### config.mk
export PLATFORM = sky130hd
export DESIGN_NAME = reorder_buf
export DESIGN_NICKNAME = d
export VERILOG_FILES = /design/src/rtl/reorder_buf.sv
export SDC_FILE = /design/constraint.sdc
export NUM_CORES = 2
export LEC_CHECK = 0
export CAP_MARGIN = 20
export CORE_MARGIN = 2
export CORE_UTILIZATION = 62
export CTS_BUF_LIST = sky130_fd_sc_hd__clkbuf_4
export CTS_CLUSTER_SIZE = 16
export DETAILED_ROUTE_END_ITERATION = 10
export GPL_TIMING_DRIVEN = 0
export HOLD_SLACK_MARGIN = 0.05
export PLACE_DENSITY = 0.92
export SLEW_MARGIN = 10
export SYNTH_ARGS = -nofsm -noshare
export SYNTH_HDL_FRONTEND = slang
export SYNTH_SLANG_ARGS = --single-unit
export TNS_END_PERCENT = 30
### constraint.sdc
create_clock -name clk -period 23.5 [get_ports clk]
set_input_delay 2.35 -clock clk [delete_from_list [all_inputs] [get_ports clk]]
set_output_delay 2.35 -clock clk [all_outputs]
set_load 0.01 [all_outputs]
### src/rtl/reorder_buf.sv
// Reorder buffer: in-order dispatch, up to two in-order commits per cycle, and
// two-per-cycle tail rollback after a branch mispredict.
module reorder_buf #(
    parameter int  DEPTH  = 16,
    parameter int  PREG_W = 7,
    parameter int  XLEN   = 32,
    localparam int IDX_W  = $clog2(DEPTH)
) (
    input  logic                   clk,
    input  logic                   rst,
    input  logic                   dc_valid,
    output logic                   dc_ready,
    input  logic [XLEN-1:0]        dc_pc,
    input  logic [XLEN-1:0]        dc_inst,
    input  logic [PREG_W-1:0]      dc_prd_new,
    input  logic [PREG_W-1:0]      dc_prd_old,
    output logic [IDX_W-1:0]       dc_rob_idx,
    input  logic                   rr_valid,
    input  logic [IDX_W-1:0]       rr_rob_idx,
    input  logic                   rr_wb_free,
    input  logic                   wb_valid,
    input  logic [IDX_W-1:0]       wb_rob_idx,
    input  logic [XLEN-1:0]        wb_data,
    input  logic                   mis_valid,
    input  logic [IDX_W-1:0]       mis_rob_idx,
    output logic [1:0]             cm_valid,
    output logic [1:0]             cm_wb_en,
    output logic [1:0][4:0]        cm_ard,
    output logic [1:0][PREG_W-1:0] cm_prd_old,
    output logic [1:0][PREG_W-1:0] cm_prd_new,
    output logic [1:0][XLEN-1:0]   cm_pc,
    output logic [1:0][XLEN-1:0]   cm_data,
    output logic [1:0]             rb_valid,
    output logic [1:0][4:0]        rb_ard,
    output logic [1:0][PREG_W-1:0] rb_prd_old,
    output logic [1:0][PREG_W-1:0] rb_prd_new,
    output logic                   busy,
    output logic [IDX_W:0]         count
);

    localparam logic [0:0] S_NORMAL  = 1'b0;
    localparam logic [0:0] S_RECOVER = 1'b1;

    logic [0:0]       state_q, state_d;
    logic [IDX_W-1:0] head_q, head_d, tail_q, tail_d, mis_idx_q, mis_idx_d;
    logic [IDX_W:0]   count_q, count_d;
    logic [DEPTH-1:0] valid_q, valid_d, issued_q, issued_d, done_q, done_d;

    logic [XLEN-1:0]   pc_q      [DEPTH];
    logic [XLEN-1:0]   data_q    [DEPTH];
    logic [4:0]        ard_q     [DEPTH];
    logic [PREG_W-1:0] prd_new_q [DEPTH];
    logic [PREG_W-1:0] prd_old_q [DEPTH];

    function automatic logic [IDX_W-1:0] age_of(input logic [IDX_W-1:0] idx,
                                                input logic [IDX_W-1:0] hd);
        return idx - hd;
    endfunction

    logic             full, recovering, dispatch;
    logic             mis_take_n, mis_take_r, mis_take;
    logic             bound_en, commit_kill, elig1;
    logic             cm0, cm1, rb0, rb1;
    logic [1:0]       n_cm, n_rb;
    logic [IDX_W-1:0] bound, head_p1, tail_m1, tail_m2, mis_p1, mis_q_p1;

    assign full       = (count_q == (IDX_W+1)'(DEPTH));
    assign recovering = (state_q == S_RECOVER);
    assign dc_ready   = !full && !recovering && !mis_valid;
    assign dispatch   = dc_valid && dc_ready;

    assign head_p1  = head_q + 1'b1;
    assign tail_m1  = tail_q - 1'b1;
    assign tail_m2  = tail_q - 2'd2;
    assign mis_p1   = mis_rob_idx + 1'b1;
    assign mis_q_p1 = mis_idx_q + 1'b1;

    // A nested mispredict only matters if it is older than the one being recovered.
    assign mis_take_n = !recovering && mis_valid && valid_q[mis_rob_idx];
    assign mis_take_r = recovering && mis_valid && valid_q[mis_rob_idx] && valid_q[mis_idx_q]
                        && (age_of(mis_rob_idx, head_q) < age_of(mis_idx_q, head_q));
    assign mis_take   = mis_take_n || mis_take_r;

    assign bound    = mis_take ? mis_rob_idx : mis_idx_q;
    assign bound_en = mis_take || recovering;
    // Once the mispredicting entry itself has retired, everything left is wrong-path.
    assign commit_kill = recovering && !valid_q[mis_idx_q] && !mis_take;
    assign elig1 = !bound_en || (age_of(head_p1, head_q) <= age_of(bound, head_q));

    assign cm0 = valid_q[head_q] && done_q[head_q] && !commit_kill;
    assign cm1 = cm0 && valid_q[head_p1] && done_q[head_p1] && elig1;
    assign rb0 = recovering && valid_q[tail_m1] && (tail_m1 != mis_idx_q);
    assign rb1 = rb0 && valid_q[tail_m2] && (tail_m2 != mis_idx_q);

    assign n_cm = {1'b0, cm0} + {1'b0, cm1};
    assign n_rb = {1'b0, rb0} + {1'b0, rb1};

    assign head_d  = head_q + IDX_W'(n_cm);
    assign tail_d  = tail_q + IDX_W'(dispatch) - IDX_W'(n_rb);
    assign count_d = count_q + (IDX_W+1)'(dispatch) - (IDX_W+1)'(n_cm) - (IDX_W+1)'(n_rb);

    always_comb begin
        state_d   = state_q;
        mis_idx_d = mis_idx_q;
        if (mis_take) begin
            mis_idx_d = mis_rob_idx;
        end
        if (!recovering) begin
            if (mis_take_n && (tail_q != mis_p1)) begin
                state_d = S_RECOVER;
            end
        end else if (!mis_take_r && (tail_d == mis_q_p1)) begin
            state_d = S_NORMAL;
        end
    end

    // Writeback is applied after issue so it wins on the same entry; retire and
    // rollback clears come next, and a fresh dispatch is written last.
    always_comb begin
        valid_d  = valid_q;
        issued_d = issued_q;
        done_d   = done_q;
        if (rr_valid && valid_q[rr_rob_idx]) begin
            issued_d[rr_rob_idx] = 1'b1;
            done_d[rr_rob_idx]   = rr_wb_free;
        end
        if (wb_valid && valid_q[wb_rob_idx]) begin
            done_d[wb_rob_idx] = 1'b1;
        end
        if (cm0) begin
            valid_d[head_q] = 1'b0; issued_d[head_q] = 1'b0; done_d[head_q] = 1'b0;
        end
        if (cm1) begin
            valid_d[head_p1] = 1'b0; issued_d[head_p1] = 1'b0; done_d[head_p1] = 1'b0;
        end
        if (rb0) begin
            valid_d[tail_m1] = 1'b0; issued_d[tail_m1] = 1'b0; done_d[tail_m1] = 1'b0;
        end
        if (rb1) begin
            valid_d[tail_m2] = 1'b0; issued_d[tail_m2] = 1'b0; done_d[tail_m2] = 1'b0;
        end
        if (dispatch) begin
            valid_d[tail_q] = 1'b1; issued_d[tail_q] = 1'b0; done_d[tail_q] = 1'b0;
        end
    end

    always_ff @(posedge clk or posedge rst) begin
        if (rst) begin
            state_q   <= S_NORMAL;
            head_q    <= '0;
            tail_q    <= '0;
            count_q   <= '0;
            mis_idx_q <= '0;
            valid_q   <= '0;
            issued_q  <= '0;
            done_q    <= '0;
        end else begin
            state_q   <= state_d;
            head_q    <= head_d;
            tail_q    <= tail_d;
            count_q   <= count_d;
            mis_idx_q <= mis_idx_d;
            valid_q   <= valid_d;
            issued_q  <= issued_d;
            done_q    <= done_d;
        end
    end

    // Payload is qualified by the valid bits, so it carries no reset.
    always_ff @(posedge clk) begin
        if (dispatch) begin
            pc_q[tail_q]      <= dc_pc;
            ard_q[tail_q]     <= dc_inst[11:7];
            prd_new_q[tail_q] <= dc_prd_new;
            prd_old_q[tail_q] <= dc_prd_old;
        end
        if (wb_valid && valid_q[wb_rob_idx]) begin
            data_q[wb_rob_idx] <= wb_data;
        end
    end

    always_comb begin
        cm_valid      = {cm1, cm0};
        cm_wb_en[0]   = cm0 && (prd_new_q[head_q] != '0);
        cm_wb_en[1]   = cm1 && (prd_new_q[head_p1] != '0);
        cm_ard[0]     = ard_q[head_q];
        cm_ard[1]     = ard_q[head_p1];
        cm_prd_old[0] = prd_old_q[head_q];
        cm_prd_old[1] = prd_old_q[head_p1];
        cm_prd_new[0] = prd_new_q[head_q];
        cm_prd_new[1] = prd_new_q[head_p1];
        cm_pc[0]      = pc_q[head_q];
        cm_pc[1]      = pc_q[head_p1];
        cm_data[0]    = data_q[head_q];
        cm_data[1]    = data_q[head_p1];
        rb_valid      = {rb1, rb0};
        rb_ard[0]     = ard_q[tail_m1];
        rb_ard[1]     = ard_q[tail_m2];
        rb_prd_old[0] = prd_old_q[tail_m1];
        rb_prd_old[1] = prd_old_q[tail_m2];
        rb_prd_new[0] = prd_new_q[tail_m1];
        rb_prd_new[1] = prd_new_q[tail_m2];
    end

    assign busy       = recovering;
    assign count      = count_q;
    assign dc_rob_idx = tail_q;

    logic unused_sink;
    assign unused_sink = ^{dc_inst[XLEN-1:12], dc_inst[6:0], issued_q};

endmodule
* After elaboration in Yosys (flattened, before gate mapping)
Memory sizes are Yosys's and may differ from the RTL's.
Cells that the tools add are included.
W data, S select, Z words.
** Storage, ports and cells
- Input bits :: 129
- Memories kept :: 5
- Bits in registers :: 50
- Word-level logic and storage cells :: 169
- Bits in writable memories :: 1328
- Output and inout bits :: 221
** Memory list
- data_q :: depth 16, bits a word 32, read ports 2, clocked after memory_dff 0, wr ports 1, line 50 : logic [XLEN-1:0] data_q [DEPTH];
- pc_q :: depth 16, bits a word 32, read ports 2, clocked after memory_dff 0, wr ports 1, line 49 : logic [XLEN-1:0] pc_q [DEPTH];
- prd_new_q :: depth 16, bits a word 7, read ports 4, clocked after memory_dff 0, wr ports 1, line 52 : logic [PREG_W-1:0] prd_new_q [DEPTH];
- prd_old_q :: depth 16, bits a word 7, read ports 4, clocked after memory_dff 0, wr ports 1, line 53 : logic [PREG_W-1:0] prd_old_q [DEPTH];
- ard_q :: depth 16, bits a word 5, read ports 4, clocked after memory_dff 0, wr ports 1, line 51 : logic [4:0] ard_q [DEPTH];
** Cells by class
- $lt $le $gt $ge :: 18
- Reduce and logical (&&, ||, !) cells :: 46
- Add/subtract/negate cells :: 17
- Bitwise gates (word level) :: 16
- Multiplexer cells :: 55
- Equal/unequal tests :: 5
** Operators by type and width (number)
- $mux W16 :: 12
- $and A16 B16 Y16 :: 9
- $not A16 Y16 :: 5
- $lt A4 B5 Y1 const B :: 9
- $bmux W1 S4 :: 10
- $logic_and A1 B1 Y1 :: 33
- $or A16 B16 Y16 :: 2
- $demux W1 S4 :: 7
- $ge A4 B1 Y1 const B :: 7
- $mux W1 :: 24
- $bwmux W16 :: 1
- $sub A4 B4 Y4 :: 4
- $reduce_bool A7 Y1 :: 2
- $add A4 B1 Y4 const B :: 3
- $ne A4 B4 Y1 :: 3
- $sub A5 B2 Y5 :: 2
- $logic_not A1 Y1 :: 8
- $add A5 B1 Y5 :: 1
- $eq A5 B5 Y1 const B :: 1
- $add A1 B1 Y2 :: 2
- $add A4 B1 Y4 :: 1
- $add A4 B2 Y4 :: 1
- $eq A4 B4 Y1 :: 1
- $le A4 B4 Y1 :: 1
- 6 further kinds :: 8

* Logic depth before layout (Yosys ltp)
- Word-level depth :: 20
- Mapped depth :: 37
- Mapped depth without buffers :: 32

* Least setup slack after synthesis
No wires, ideal clock.
- Path type :: input port to output port
- Start :: in mis_rob_idx[0]
- End :: out cm_wb_en[1]
- Path slack :: 14635 ps
- Arrival time :: 6515 ps
- Cell stages on the path :: 22
- Required time :: 21150 ps
- Path buffers :: 1
- Path through :: buf_2 > inv_1 > ha_1 > fa_1 > inv_1 > ha_1 > a21o_1 > a21oi_1 > o211ai_1 > a21oi_2 > mux2_2 > ha_1 > a21o_1 > a21oi_1 > xor2_1 > xnor2_1 > ha_1 > a31oi_1 > a41oi_1 > o31ai_1 > nand2_1 > nor3_1
** Between the ends
- Elaborated cells on any way between the ends :: 23
- Those cells by class :: add/sub (2); order compare (2); mux (3); reduce/logical (16)
** RTL lines
- start, declared :: line 25 : input logic [IDX_W-1:0] mis_rob_idx,
- branches (longest 5 deep; another with $sub A4 B4 Y4)
- $logic_or A1 B1 Y1 * :: line 82 : assign mis_take = mis_take_n || mis_take_r;
- $mux W4 *
- net bound[1] :: line 65 : logic [IDX_W-1:0] bound, head_p1, tail_m1, tail_m2, mis_p1, mis_q_p1;
- $sub A4 B4 Y4 * :: line 57 : return idx - hd;
- $le A4 B4 Y1 * :: line 88 : assign elig1 = !bound_en || (age_of(head_p1, head_q) <= age_of(bound, head_q));
- $logic_or A1 B1 Y1 * :: line 88
- $logic_and A1 B1 Y1 * :: line 91 : assign cm1 = cm0 && valid_q[head_p1] && done_q[head_p1] && elig1;
- $logic_and A1 B1 Y1 * :: line 185 : cm_wb_en[1] = cm1 && (prd_new_q[head_p1] != '0);
- end, declared :: line 27 : output logic [1:0] cm_wb_en,
Mark *: on every way through the listed nets, which the timed path passes. The select of a mux whose other input is x is not followed.

* Worst setup path in the final report
- Start :: reg head_q[1]
- End :: out cm_wb_en[1]
** Between the ends
- Longest elaborated chain between the ends :: 12
- Elaborated cells on any way between the ends :: 32
- Those cells by class :: add/sub (5); order compare (2); mux (9); reduce/logical (15); memory (1)
** Ends and longest elaborated chain
- start, declared :: line 45 : logic [IDX_W-1:0] head_q, head_d, tail_q, tail_d, mis_idx_q, mis_idx_d;
- start signal, assigned :: line 150 : head_q <= '0;
- start signal, assigned :: line 159 : head_q <= head_d;
- branches (longest 11 deep; another with $sub A4 B4 Y4)
- $logic_and A1 B1 Y1 * :: line 185
Every way passes the cells marked *. The select of a mux whose other input is x is not followed.

==> metrics.txt <==
layout cell share with drive strength beyond 1=43.5%; Hold Crit Endpoint=count[4]$_DFF_PP0_; Clock Sinks=1378; wire length of the first global-routing pass=352000 microns; Boundary Pins=350; origin of the critical flop-to-flop path=head_q[1]$_DFF_PP0_; highest achievable clock rate=75.3 MHz; Max clock buf depth=4; Worst Reg-to-Reg Cells=31; hold_sp=count[4]$_DFF_PP0_; vias=48500; placed cell count=5140; share of the cycle needed by the critical path after routing=56.5%; Die ar.=0.115 sq mm; most common cell after layout, fill and taps aside=sky130_fd_sc_hd__edfxtp_1; required time of the critical path=21150 ps; via density per instance=8.38; Post-layout nets=4211; areal power density over the cells=160 mW/mm^2; die width=340 microns; Synthesis Warnings=0; total iterations of the first detailed-routing run=7; time the final worst path needs with I/O delays and setup=13290 ps; clk root buf=sky130_fd_sc_hd__clkbuf_4; number of clock buffers inserted by TritonCTS=360; deepest level of the CTS H-tree=5; starting utilization of the core area=62.3%; reg2reg setup slack=12540 ps; data arrival time of the critical path=10940 ps; global-route usage over all layers=44.1%; GRT overflow=0; CP Class=reg2out; area of the core=0.112 sq mm; drt total wl=254000 microns; pin slew with the least headroom to its limit=1360 ps; Core Rows=123; CP max FO=12; detailed router's first-iteration violation count=10100; final hold viol count=0; Layout Utilization=72.2%; number of enable-type register cells in the synthesized netlist=1328; quantity of I/O buffers inserted on ports=320; most instantiated flip-flop cell in the synthesis netlist=sky130_fd_sc_hd__edfxtp_1; Yosys reg bits=1378; worst hold-check path type=reg2reg; post-synthesis cell count=3253; proportion of synthesized chip area in sequential cells=58.9%; synthesized netlist net count=3441; max-slew violation count=0; synth-to-layout area growth=15.8%; number of non-filler instances in the completed layout=5795; Detail Placement HPWL=163000 microns; capture point of the worst reg-to-reg path=count[3]$_DFF_PP0_; dpl cell area=0.0763 sq mm; remaining number of nets flagged by the antenna check after routing=0; count of buffers added by post-CTS timing repair for setup=0; async set-reset flop share out of synthesis=3.63%; final-layout worst hold slack=629 ps; worst voltage drop across the vdd grid=0.000107 V; clock tree from TritonCTS=yes; vertical die dimension=340 microns; max-capacitance violation count=0; routed wire length per instance=43.9 microns; count of distinct cell types in the synthesized netlist=71; combined area of all synthesized cells=0.0699 sq mm; Final TNS setup=0 ps; synthesized area per cell=21.5 sq um; top library cells by usage in the layout, fill and taps aside=1328 x sky130_fd_sc_hd__edfxtp_1, 1042 x sky130_fd_sc_hd__mux4_2, 491 x sky130_fd_sc_hd__clkbuf_4; total of hold buffers inserted after clock tree synthesis=0; setup violators final=0; kind of start point of the critical path=register; leakage dissipation=26.2 nW; clock transition time at the flip-flop clock pins of the worst setup and hold paths=70 ps; max-slew headroom at the worst pin=9.27%; largest net degree at the start of global routing=39; vias in the first global route=48400; unrepaired setup endpoints after global routing=no; antenna violations before repair=39; worst-skew pair later-pin latency=1440 ps; DRC violation count after routing=0; placer's final routability congestion estimate=0.965; Post-CTS Resized=0; Final Skew=153 ps; post-route cell area=0.0809 sq mm; kind of end point of the critical path=output pin; hold depth=2; outcome=complete, no violations
flip-flops by register name, summed over array words and instances (netlist names):
signal	flops
prd_new_q	112
dc_rob_idx	4
pc_q	512
valid_q	16
data_q	512
ard_q	80
count	5
head_q	4
prd_old_q	112
busy	1
mis_idx_q	4
done_q	16
power breakdown:
part	leakage (nW)	internal (mW)	switching, mW	total, mW
Sequential	12.6	2.79	0.0952	2.88
Clock	2.56	1.04	1.05	2.09
Combinational	11.1	3.71	4.23	7.94
Total	26.2	7.54	5.37	12.9
metrics by stage:
stage	power, mW	setup WS [ps]
after floorplan	7.36	14640
after global placement	10.2	12390
after detailed placement	10.5	12370
after CTS	12.5	11010
after global routing	13.1	10440
final	12.9	10210
final cells by class:
type                       instances  area (sq um)
clock inverter                   104           598
antenna                           39          97.6
sequential                      1378         41100
clock buffer                     491          3690
fill                            6007         31200
inverter                          58           238
multi-input combinational       1536         27400
timing repair buffer             408          4630
buffer                           281          1280
tap                             1500          1880
per-layer routing:
layer / up-vias / share of wire [%] / GRT usage, %
met1: 23500 / 27 / 52.3
met2: 6800 / 44 / 64.5
met3: 1796 / 18 / 19.3
met4: 32 / 9.6 / 32.2
met5: - / 0.13 / 0.899
li1: 16400 / - / -
critical path, cell delays in order (launching register included):
cell and delay (ps):
sky130_fd_sc_hd__dfrtp_1 750, sky130_fd_sc_hd__buf_2 360, sky130_fd_sc_hd__buf_6 220, sky130_fd_sc_hd__buf_4 290, sky130_fd_sc_hd__buf_4 360, sky130_fd_sc_hd__buf_2 490
sky130_fd_sc_hd__buf_2 480, sky130_fd_sc_hd__inv_1 340, sky130_fd_sc_hd__ha_1 370, sky130_fd_sc_hd__buf_2 190, sky130_fd_sc_hd__buf_2 230, sky130_fd_sc_hd__buf_2 400
sky130_fd_sc_hd__clkbuf_1 830, sky130_fd_sc_hd__buf_2 510, sky130_fd_sc_hd__buf_1 920, sky130_fd_sc_hd__inv_1 140, sky130_fd_sc_hd__a32oi_1 240, sky130_fd_sc_hd__o221ai_1 180
sky130_fd_sc_hd__ha_1 350, sky130_fd_sc_hd__a31oi_1 160, sky130_fd_sc_hd__a41oi_1 90, sky130_fd_sc_hd__o31ai_1 160, sky130_fd_sc_hd__nand2_1 370, sky130_fd_sc_hd__nor3_1 500
sky130_fd_sc_hd__clkdlybuf4s50_1 620
kinds of logic after synthesis:
| logic type | after synthesis | share of synthesized area (%) |
|---|---|---|
| adder cells (fa/ha/maj) | 59 | 1.14 |
| multiplexers | 1088 | 34.3 |
| XOR/XNOR | 43 | 0.571 |
| flip-flops | 1378 | 58.9 |
| buffers and inverters | 339 | 2.13 |
| AO/OA/AOI/OAI | 140 | 1.47 |
| AND/OR/NAND/NOR | 206 | 1.55 |
worst max path at each step:
stage,depth (start not counted),slack (ps),end,startpoint
after floorplan,22,14640,cm_wb_en[1],mis_rob_idx[0]
after global routing,24,10440,cm_wb_en[1],head_q[1]$_DFF_PP0_
after CTS,24,11010,cm_wb_en[1],head_q[1]$_DFF_PP0_
after detailed placement,24,12370,cm_wb_en[1],head_q[1]$_DFF_PP0_
final,24,10210,cm_wb_en[1],head_q[1]$_DFF_PP0_
after global placement,24,12390,cm_wb_en[1],head_q[1]$_DFF_PP0_
cell usage after synthesis (all sizes together) (15+ instances only):
library cell	instances	area, sq um
dfrtp	50	1250
buf	172	861
nor3	20	100
mux4	1042	23500
ha	51	638
o21ai	36	180
mux2i	25	250
clkbuf	109	409
edfxtp	1328	39900
inv	58	218
xnor2	28	253
a32oi	15	131
nand2	35	131
nand3	46	235
mux2	21	236
nor2	33	124
(Power assumes the default switching activity.)
